--- config.mk ---
export PLATFORM = sky130hd
export DESIGN_NAME = cdb_arbiter
export DESIGN_NICKNAME = d
export VERILOG_FILES = /design/src/rtl/cdb_pkg.sv /design/src/rtl/cdb_fifo.sv /design/src/rtl/cdb_arbiter.sv
export SDC_FILE = /design/constraint.sdc
export NUM_CORES = 1
export LEC_CHECK = 0
export CAP_MARGIN = 10
export CORE_UTILIZATION = 59
export CTS_CLUSTER_DIAMETER = 30
export DETAILED_ROUTE_END_ITERATION = 8
export GPL_TIMING_DRIVEN = 0
export PLACE_DENSITY = 0.84
export RECOVER_POWER = 25
export SYNTH_ARGS = -nofsm -noshare
export SYNTH_HDL_FRONTEND = slang
export SYNTH_SLANG_ARGS = --single-unit
--- constraint.sdc ---
create_clock -name clk_i -period 4.49 [get_ports clk_i]
set_clock_uncertainty 0.15 [all_clocks]
set_input_delay 0.898 -clock clk_i [delete_from_list [all_inputs] [get_ports clk_i]]
set_output_delay 0.898 -clock clk_i [all_outputs]
set_load 0.005 [all_outputs]
--- src/rtl/cdb_pkg.sv ---
// Shared definitions for the CDB transmit path: default widths, functional-unit
// source encodings, the broadcast packet type and the round-robin successor.
package cdb_pkg;

   localparam int CDB_TAG_W  = 5;
   localparam int CDB_DATA_W = 32;

   localparam logic [1:0] SRC_ALU = 2'd0;
   localparam logic [1:0] SRC_MUL = 2'd1;
   localparam logic [1:0] SRC_LSU = 2'd2;

   typedef struct packed {
      logic [CDB_TAG_W-1:0]  tag;
      logic [CDB_DATA_W-1:0] data;
      logic [1:0]            src;
   } cdb_pkt_t;

   // Next unit in the ALU -> MUL -> LSU -> ALU search ring.
   function automatic logic [1:0] src_next(input logic [1:0] s);
      logic [1:0] n;
      case (s)
         SRC_ALU: n = SRC_MUL;
         SRC_MUL: n = SRC_LSU;
         default: n = SRC_ALU;
      endcase
      return n;
   endfunction

endpackage

--- src/rtl/cdb_fifo.sv ---
// Per-unit result FIFO: circular buffer with naturally wrapping pointers and an
// occupancy count. full/empty come from registered state only. Flush wins over
// push and pop.
module cdb_fifo #(
   parameter int DEPTH = 2,
   parameter int WIDTH = 37
) (
   input  logic             clk_i,
   input  logic             reset_ni,
   input  logic             push,
   input  logic             pop,
   input  logic             flush,
   input  logic [WIDTH-1:0] wr_data,
   output logic             full,
   output logic             empty,
   output logic [WIDTH-1:0] head
);

   localparam int PTR_W = $clog2(DEPTH);

   logic [PTR_W-1:0] rd_ptr_r;
   logic [PTR_W-1:0] wr_ptr_r;
   logic [PTR_W:0]   count_r;
   logic [WIDTH-1:0] mem_r [DEPTH];
   logic             do_push_s;
   logic             do_pop_s;

   assign full      = (count_r == (PTR_W+1)'(DEPTH));
   assign empty     = (count_r == '0);
   assign head      = mem_r[rd_ptr_r];
   assign do_push_s = push && !full;
   assign do_pop_s  = pop && !empty;

   // Pointer and occupancy bookkeeping; simultaneous push and pop keep count.
   always_ff @(posedge clk_i or negedge reset_ni) begin
      if (!reset_ni) begin
         rd_ptr_r <= '0;
         wr_ptr_r <= '0;
         count_r  <= '0;
      end else if (flush) begin
         rd_ptr_r <= '0;
         wr_ptr_r <= '0;
         count_r  <= '0;
      end else begin
         if (do_push_s) begin
            wr_ptr_r <= wr_ptr_r + PTR_W'(1'b1);
         end
         if (do_pop_s) begin
            rd_ptr_r <= rd_ptr_r + PTR_W'(1'b1);
         end
         case ({do_push_s, do_pop_s})
            2'b10:   count_r <= count_r + (PTR_W+1)'(1'b1);
            2'b01:   count_r <= count_r - (PTR_W+1)'(1'b1);
            default: count_r <= count_r;
         endcase
      end
   end

   // Entry storage; cleared on reset so the head never shows stale X data.
   always_ff @(posedge clk_i or negedge reset_ni) begin
      if (!reset_ni) begin
         for (int i = 0; i < DEPTH; i++) begin
            mem_r[i] <= '0;
         end
      end else if (do_push_s && !flush) begin
         mem_r[wr_ptr_r] <= wr_data;
      end
   end

endmodule

--- src/rtl/cdb_arbiter.sv ---
// CDB transmit arbiter: buffers ALU/MUL/LSU results in per-unit FIFOs, grants
// one head per cycle and drives the registered broadcast.
// Build option: define CDB_FIXED_PRIO_EN for fixed priority LSU > MUL > ALU
// instead of the default round-robin search.
module cdb_arbiter
   import cdb_pkg::*;
#(
   parameter int FIFO_DEPTH = 2,
   parameter int TAG_W      = CDB_TAG_W,
   parameter int DATA_W     = CDB_DATA_W
) (
   input  logic              clk_i,
   input  logic              reset_ni,
   input  logic              flush_i,
   input  logic              alu_valid_i,
   input  logic [TAG_W-1:0]  alu_tag_i,
   input  logic [DATA_W-1:0] alu_data_i,
   output logic              alu_ready_o,
   input  logic              mul_valid_i,
   input  logic [TAG_W-1:0]  mul_tag_i,
   input  logic [DATA_W-1:0] mul_data_i,
   output logic              mul_ready_o,
   input  logic              lsu_valid_i,
   input  logic [TAG_W-1:0]  lsu_tag_i,
   input  logic [DATA_W-1:0] lsu_data_i,
   output logic              lsu_ready_o,
   output logic              cdb_en_o,
   output logic [TAG_W-1:0]  cdb_tag_o,
   output logic [DATA_W-1:0] cdb_data_o,
   output logic [1:0]        cdb_src_o,
   output logic              busy_o
);

   localparam int ENT_W = TAG_W + DATA_W;

   logic [2:0]        valid_s;
   logic [2:0]        push_s;
   logic [2:0]        pop_s;
   logic [2:0]        full_s;
   logic [2:0]        empty_s;
   logic [2:0]        req_s;
   logic [ENT_W-1:0]  wr_s   [3];
   logic [ENT_W-1:0]  head_s [3];
   logic [ENT_W-1:0]  win_head_s;
   logic              grant_s;
   logic [1:0]        win_s;
   logic              cdb_en_r;
   logic [TAG_W-1:0]  cdb_tag_r;
   logic [DATA_W-1:0] cdb_data_r;
   logic [1:0]        cdb_src_r;

   assign valid_s = {lsu_valid_i, mul_valid_i, alu_valid_i};
   assign wr_s[0] = {alu_tag_i, alu_data_i};
   assign wr_s[1] = {mul_tag_i, mul_data_i};
   assign wr_s[2] = {lsu_tag_i, lsu_data_i};

   // Ready depends only on registered occupancy, never on this cycle's pop.
   assign alu_ready_o = !full_s[0];
   assign mul_ready_o = !full_s[1];
   assign lsu_ready_o = !full_s[2];

   // Anything offered during a flush cycle is dropped.
   assign push_s = valid_s & ~full_s & {3{!flush_i}};
   assign req_s  = ~empty_s;

   for (genvar g = 0; g < 3; g++) begin : g_fifo
      cdb_fifo #(
         .DEPTH (FIFO_DEPTH),
         .WIDTH (ENT_W)
      ) u_fifo (
         .clk_i    (clk_i),
         .reset_ni (reset_ni),
         .push     (push_s[g]),
         .pop      (pop_s[g]),
         .flush    (flush_i),
         .wr_data  (wr_s[g]),
         .full     (full_s[g]),
         .empty    (empty_s[g]),
         .head     (head_s[g])
      );
   end

`ifdef CDB_FIXED_PRIO_EN
   // Fixed-priority winner selection: LSU first, then MUL, then ALU.
   always_comb begin
      grant_s = 1'b0;
      win_s   = SRC_ALU;
      if (req_s[2]) begin
         grant_s = 1'b1;
         win_s   = SRC_LSU;
      end else if (req_s[1]) begin
         grant_s = 1'b1;
         win_s   = SRC_MUL;
      end else if (req_s[0]) begin
         grant_s = 1'b1;
         win_s   = SRC_ALU;
      end else begin
         grant_s = 1'b0;
      end
   end
`else
   logic [1:0] rr_ptr_r;
   logic [1:0] cand_s;

   // Round-robin search starting at the pointer; first requester wins.
   always_comb begin
      grant_s = 1'b0;
      win_s   = SRC_ALU;
      cand_s  = rr_ptr_r;
      for (int i = 0; i < 3; i++) begin
         if (grant_s) begin
            cand_s = cand_s;
         end else if (req_s[cand_s]) begin
            grant_s = 1'b1;
            win_s   = cand_s;
         end else begin
            cand_s = src_next(cand_s);
         end
      end
   end

   // Pointer moves past the winner only on a real grant; flush restores ALU.
   always_ff @(posedge clk_i or negedge reset_ni) begin
      if (!reset_ni) begin
         rr_ptr_r <= SRC_ALU;
      end else if (flush_i) begin
         rr_ptr_r <= SRC_ALU;
      end else if (grant_s) begin
         rr_ptr_r <= src_next(win_s);
      end
   end
`endif

   // Pop strobe and head mux for the granted unit.
   always_comb begin
      pop_s      = 3'b000;
      win_head_s = head_s[0];
      case (win_s)
         SRC_ALU: win_head_s = head_s[0];
         SRC_MUL: win_head_s = head_s[1];
         SRC_LSU: win_head_s = head_s[2];
         default: win_head_s = head_s[0];
      endcase
      if (grant_s && !flush_i) begin
         case (win_s)
            SRC_ALU: pop_s = 3'b001;
            SRC_MUL: pop_s = 3'b010;
            SRC_LSU: pop_s = 3'b100;
            default: pop_s = 3'b000;
         endcase
      end else begin
         pop_s = 3'b000;
      end
   end

   // Broadcast register: one-cycle pulse per grant, payload held when idle.
   always_ff @(posedge clk_i or negedge reset_ni) begin
      if (!reset_ni) begin
         cdb_en_r   <= 1'b0;
         cdb_tag_r  <= '0;
         cdb_data_r <= '0;
         cdb_src_r  <= SRC_ALU;
      end else if (flush_i) begin
         cdb_en_r <= 1'b0;
      end else if (grant_s) begin
         cdb_en_r   <= 1'b1;
         cdb_tag_r  <= win_head_s[ENT_W-1:DATA_W];
         cdb_data_r <= win_head_s[DATA_W-1:0];
         cdb_src_r  <= win_s;
      end else begin
         cdb_en_r <= 1'b0;
      end
   end

   assign cdb_en_o   = cdb_en_r;
   assign cdb_tag_o  = cdb_tag_r;
   assign cdb_data_o = cdb_data_r;
   assign cdb_src_o  = cdb_src_r;
   assign busy_o     = (|req_s) | cdb_en_r;

endmodule

After elaboration in Yosys (flattened, before gate mapping)

Cells that the tools add are included.

Bits of input ports: 117
Latch bits: 0
Word-level logic and storage cells: 172
Register bits: 276
Memory bits (writable): 0
Bits in read-only memories: 0
Memories: 0
Output and inout port bits: 44

Bitwise operators: 12
Mux-type cells: 65
Multiply operators: 0
Shifts and indexed selects: 0
Reductions and logical operators: 38
Add/sub/neg operators: 12
Magnitude comparators: 12
Equal/unequal tests: 13
Div/mod/pow operators: 0

Operators with widths:

| cell                  | count |
|---|---|
| $mux W37              | 12 |
| $bwmux W74            | 3 |
| $demux W37 S1         | 3 |
| $pmux W37 S2          | 1 |
| $mux W2               | 13 |
| $pmux W2 S2           | 6 |
| $mux W1               | 22 |
| $eq A2 B2 Y1 const B  | 7 |
| $reduce_bool A2 Y1    | 7 |
| $logic_and A1 B1 Y1   | 13 |
| $eq A2 B1 Y1 const B  | 6 |
| $ge A2 B2 Y1 const B  | 6 |
| $logic_not A2 Y1      | 6 |
| $not A1 Y2            | 6 |
| $lt A2 B3 Y1 const B  | 3 |
| $pmux W3 S3           | 1 |
| $reduce_bool A3 Y1    | 3 |
| $logic_not A1 Y1      | 7 |
| $add A1 B1 Y1 const B | 6 |
| $add A2 B1 Y2 const B | 3 |
| $and A3 B3 Y3         | 2 |
| $bmux W1 S2           | 3 |
| $lt A2 B1 Y1 const B  | 3 |
| $not A3 Y3            | 2 |
| other kinds (6)       | 8 |

Depth between registers and ports, before layout

Depth after elaboration: 20
Mapped depth: 11

Modules after synthesis

Synthesis repeated with hierarchy kept, for this count alone.

Cell total of the unflattened synthesis: 948
Area, all modules: 12893.6 um^2

Modules (own cells, without submodules):

| module      | area each (um^2) | cells each | times used | seq. area each (um^2) |
|---|---|---|---|---|
| cdb_fifo    | 3524.6           | 220        | 3          | 1951.9 |
| cdb_arbiter | 2319.7           | 288        | 1          | 1051.0 |

Least setup slack after synthesis

No wires, ideal clock.

Path type: reg2out
Start point: register g_fifo[0].u_fifo.count_r[1]
End point: output busy_o
Data required time: 3442 ps
Setup slack: 1893 ps
Cell stages (with the launch flop): 5
Arrival: 1549 ps
Cells stage by stage: dfrtp_1 -> buf_6 -> or4_1 -> buf_2 -> or4_1

Word-level cells in the longest chain between the ends: 4

RTL lines:

| element                | RTL line           | source |
|---|---|---|
| from (decl)            | cdb_fifo.sv:23     | `logic [PTR_W:0] count_r;` |
| from (signal assigned) | cdb_fifo.sv:52     | `2'b10: count_r <= count_r + (PTR_W+1)'(1'b1);` |
| from (signal assigned) | cdb_fifo.sv:53     | `2'b01: count_r <= count_r - (PTR_W+1)'(1'b1);` |
| from (signal assigned) | cdb_fifo.sv:54     | `default: count_r <= count_r;` |
| $logic_not A2 Y1       | cdb_fifo.sv:29     | `assign empty = (count_r == '0);` |
| $not A3 Y3             | cdb_arbiter.sv:64  | `assign req_s = ~empty_s;` |
| $reduce_or A3 Y1       | cdb_arbiter.sv:179 | `assign busy_o = (\|req_s) \| cdb_en_r;` |
| $or A1 B1 Y1           | cdb_arbiter.sv:179 |  |
| to (decl)              | cdb_arbiter.sv:31  | `output logic busy_o` |

No other way between the ends.

Worst setup path after layout

Start point: register g_fifo[0].u_fifo.count_r[0]
End point: output busy_o

The elaborated chain is that of the path after synthesis.

==> impl_metrics.sql <==
INSERT INTO impl_metrics (metric_group, metric, value, unit) VALUES
('clocking', 'cts_htree_levels', '2', ''),
('logic_synthesis', 'synth_async_sr_flop_share', '100', '%'),
('cells_and_area', 'seqCellArea', '0.00691', 'mm²'),
('clocking', 'clk_root_buffer_cell', 'clkbuf_16', ''),
('clocking', 'cts_hold_buffers', '0', ''),
('setup_path', 'ff2ff_path_depth', '9', ''),
('cells_and_area', 'utilization_after_layout', '79.7', '%'),
('timing', 'slew_headroom', '-60.9', '%'),
('logic_synthesis', 'synth_ff_type', 'dfrtp_1', ''),
('job', 'drv_cap', '1', ''),
('timing', 'rsz0062_at_grt', 'false', ''),
('logic_synthesis', 'yosysSeqAreaShare', '55.0', '%'),
('logic_synthesis', 'postSynthNetCount', '1041', ''),
('setup_path', 'data_required_time_at_the_worst_endpoint', '3.44', 'ns'),
('logic_synthesis', 'yosysWarnings', '0', ''),
('timing', 'min_period_over_period', '81.6', '%'),
('run_status', 'violations', 'capacitance limit, slew limit', ''),
('timing', 'timing.final.crit_period', '3.66', 'ns'),
('run_status', 'run_status', 'finished, violations left', ''),
('global_route', 'antenna_found_initial', '2', ''),
('cells_and_area', 'multi_input_area', '0.00529', 'mm²'),
('min_path', 'worst_hold_path_type', 'flip-flop to flip-flop', ''),
('cells_and_area', 'filler_cell_count', '1195', ''),
('floorplanning', 'die_width', '148', 'µm'),
('floorplanning', 'ios', '161', ''),
('detailed_routing', 'wirelength', '32000', 'µm'),
('logic_synthesis', 'netlist_area', '0.0125', 'mm²'),
('floorplanning', 'floorplan.initialDensity', '61.0', '%'),
('placement', 'numPlacedInstances', '1350', ''),
('clocking', 'clock_tree_from_tritoncts', 'built', ''),
('cells_and_area', 'drive_gt1_share', '36.6', '%'),
('floorplanning', 'dieArea', '0.0219', 'mm²'),
('clocking', 'cts_buffers', '50', ''),
('global_route', 'gr-usage-all-layers', '30.4', '%'),
('placement', 'place_hpwl', '21000', 'µm'),
('floorplanning', 'core-area', '0.0206', 'mm²'),
('clocking', 'clock_insertion_delay_worst_skew', '0.55', 'ns'),
('logic_synthesis', 'ffs_latches_synth', '276', ''),
('timing', 'setup_viol_count_final', '0', ''),
('timing', 'finalSetupTns', '0', 'ns'),
('floorplanning', 'vertical_die_dimension', '148', 'µm'),
('clocking', 'clock_path_buffers', '3', ''),
('clocking', 'cts_sinks', '276', ''),
('detailed_routing', 'num_vias', '8587', ''),
('cells_and_area', 'nets', '1254', ''),
('detailed_routing', 'drc_errors', '0', ''),
('timing', 'achievable-frequency', '273', 'MHz'),
('detailed_routing', 'routed_wire_length_per_instance', '22.1', 'µm'),
('logic_synthesis', 'synth.lib_cells_used.distinct', '41', ''),
('detailed_routing', 'drt-vias-per-instance', '5.94', ''),
('setup_path', 'timing.critical_path.from_type', 'flip-flop', ''),
('logic_synthesis', 'synthesis.area_per_instance', '13.7', 'µm²'),
('power_and_ir_drop', 'power.static_leakage', '0.00700', 'µW'),
('power_and_ir_drop', 'total_power', '11200', 'µW'),
('placement', 'dp_worst_setup_slack', '1.02', 'ns'),
('cells_and_area', 'area_growth_syn_to_layout', '30.5', '%'),
('logic_synthesis', 'synth_cells', '919', ''),
('timing', 'hold_violations', '0', ''),
('setup_path', 'critPathCaptureType', 'output pin', ''),
('power_and_ir_drop', 'pwr_density', '684', 'mW/mm²'),
('clocking', 'postCtsResizedCells', '0', ''),
('clocking', 'clkSlewWorstSetupHoldPaths', '0.05', 'ns'),
('floorplanning', 'placement_rows', '52', ''),
('timing', 'final-max-slew-violation-count', '94', ''),
('cells_and_area', 'finalNonFillerCells', '1446', ''),
('logic_synthesis', 'count_of_flip_flops_with_a_built_in_enable_after_synthesis', '0', ''),
('clocking', 'count_of_buffers_added_by_post_cts_timing_repair_for_setup', '0', ''),
('placement', 'io_buffers', '159', ''),
('setup_path', 'setup.reg_to_reg.worst_slack', '0.84', 'ns'),
('timing', 'final_critical_path_setup_slack', '0.827', 'ns'),
('detailed_routing', 'detail_route.first_pass.iterations', '5', ''),
('global_route', 'global_route_wire_length_before_repair', '50900', 'µm'),
('setup_path', 'worst_ep_arrival_time', '2.61', 'ns'),
('setup_path', 'worst-path-max-fanout', '9', ''),
('detailed_routing', 'antenna_left', '0', ''),
('min_path', 'holdPathStages', '1', ''),
('global_route', 'grt_overflow_total', '0', ''),
('setup_path', 'crit_type', 'flip-flop to output pin', ''),
('power_and_ir_drop', 'ir_drop', '0.647', 'mV'),
('timing', 'timing_worst_slew_pin_value', '2.41', 'ns'),
('placement', 'gpl.final_weighted_congestion', '0.848', ''),
('global_route', 'vias_in_the_first_global_route', '9308', ''),
('detailed_routing', 'initialDrtViolationCount', '478', ''),
('global_route', 'grt_start_max_net_pins', '95', '');
[cell families after synthesis]
family	after synthesis	synth area share, %
DFF	276	55.0
xor gates and xnor gates	6	0.419
muxes	297	26.6
and+or+nand+nor	84	4.03
adders and majority gates	5	0.499
AOI/OAI and AO/OA	177	10.5
buffers and inverters	74	2.83
[through the flow]
stage	hold slack (ns)	area (µm²)
finish	0.321	16400
detailed placement	0.317	14500
floorplan	0.300	12500
global route	0.335	16400
global placement	0.312	14500
CTS	0.231	16400
[synthesized netlist by cell type (5+ instances only)]
master    count  area share, %
mux2_2      287             26
dfrtp_1     276             55
a211oi_1     75            4.5
a21o_1       39            2.3
nor2b_1      39            1.9
a22oi_1      38            2.3
buf_2        35            1.4
clkbuf_1     25           0.75
nor2_1       13           0.39
nand2_1      12           0.36
mux2_1        9           0.81
o21ai_0       7           0.28
a21oi_1       6           0.24
xor2_1        6           0.42
buf_4         5           0.30
ha_1          5           0.50
[final cells by class]
type,instances,share of cell area (%)
antenna,2,0.0306
timing repair buffer,161,10.0
clock buffer,60,8.24
sequential,276,42.2
tap,270,2.06
inverter,4,0.0917
multi-input combinational,569,32.3
buffer,70,2.08
clock inverter,34,3.03
[state kept, by name (all words and copies together), names as in the netlist]
name                    count
g_fifo.u_fifo.mem_r       222
cdb_data_o                 32
g_fifo.u_fifo.count_r       6
cdb_tag_o                   5
g_fifo.u_fifo.rd_ptr_r      3
g_fifo.u_fifo.wr_ptr_r      3
cdb_src_o                   2
rr_ptr_r                    2
cdb_en_o                    1
[final timing paths]
path / to / start
min: cdb_data_o[4] / cdb_data_o[4]
max: busy_o / g_fifo[0].u_fifo.count_r[0]
min reg2reg: cdb_data_o[4] / cdb_data_o[4]
min in group asynchronous: g_fifo[2].u_fifo.mem_r[28] / reset_ni
max reg2reg: cdb_data_o[25] / g_fifo[2].u_fifo.count_r[1]
max in group asynchronous: g_fifo[2].u_fifo.mem_r[51] / reset_ni
[critical path, cell delays in order (launching register included)]
cell and delay, ns:
dfrtp_1 0.36, buf_2 0.18, or4_1 0.49, buf_2 0.19, or4_1 0.40, clkdlybuf4s50_1 0.45
[power by group]
| group | internal, µW | total [µW] | switching (µW) | leakage, µW |
|---|---|---|---|---|
| Clock | 2730 | 4050 | 1320 | 0.000872 |
| Combinational | 1700 | 3210 | 1500 | 0.00281 |
| Sequential | 3430 | 3940 | 516 | 0.00332 |
[per-layer routing]
metal  part of all wire (%)  vias to the layer above  wire length [µm]  global-route usage [%]
li1                       -                     3835                 -                       -
met4                    2.2                        0               689                    9.90
met3                    6.6                       59              2110                    6.39
met1                     42                     4414             13300                    39.9
met5                      0                        -                 0                       0
met2                     50                      279             15900                    50.6
[layout by cell type (no fill, tap or decap), drive strengths merged, types with 5 or more instances in the layout]
master	instances
a211oi	75
clkinv	11
buf	47
nor3	6
clkbuf	86
nand2	12
mux2	296
nor2b	39
nor2	13
a22oi	38
clkinvlp	9
inv	8
a21oi	6
o21ai	8
clkdlybuf4s50	158
bufinv	10
ha	5
xor2	6
dfrtp	276
a21o	39
Power figures use the tool's default switching activity.
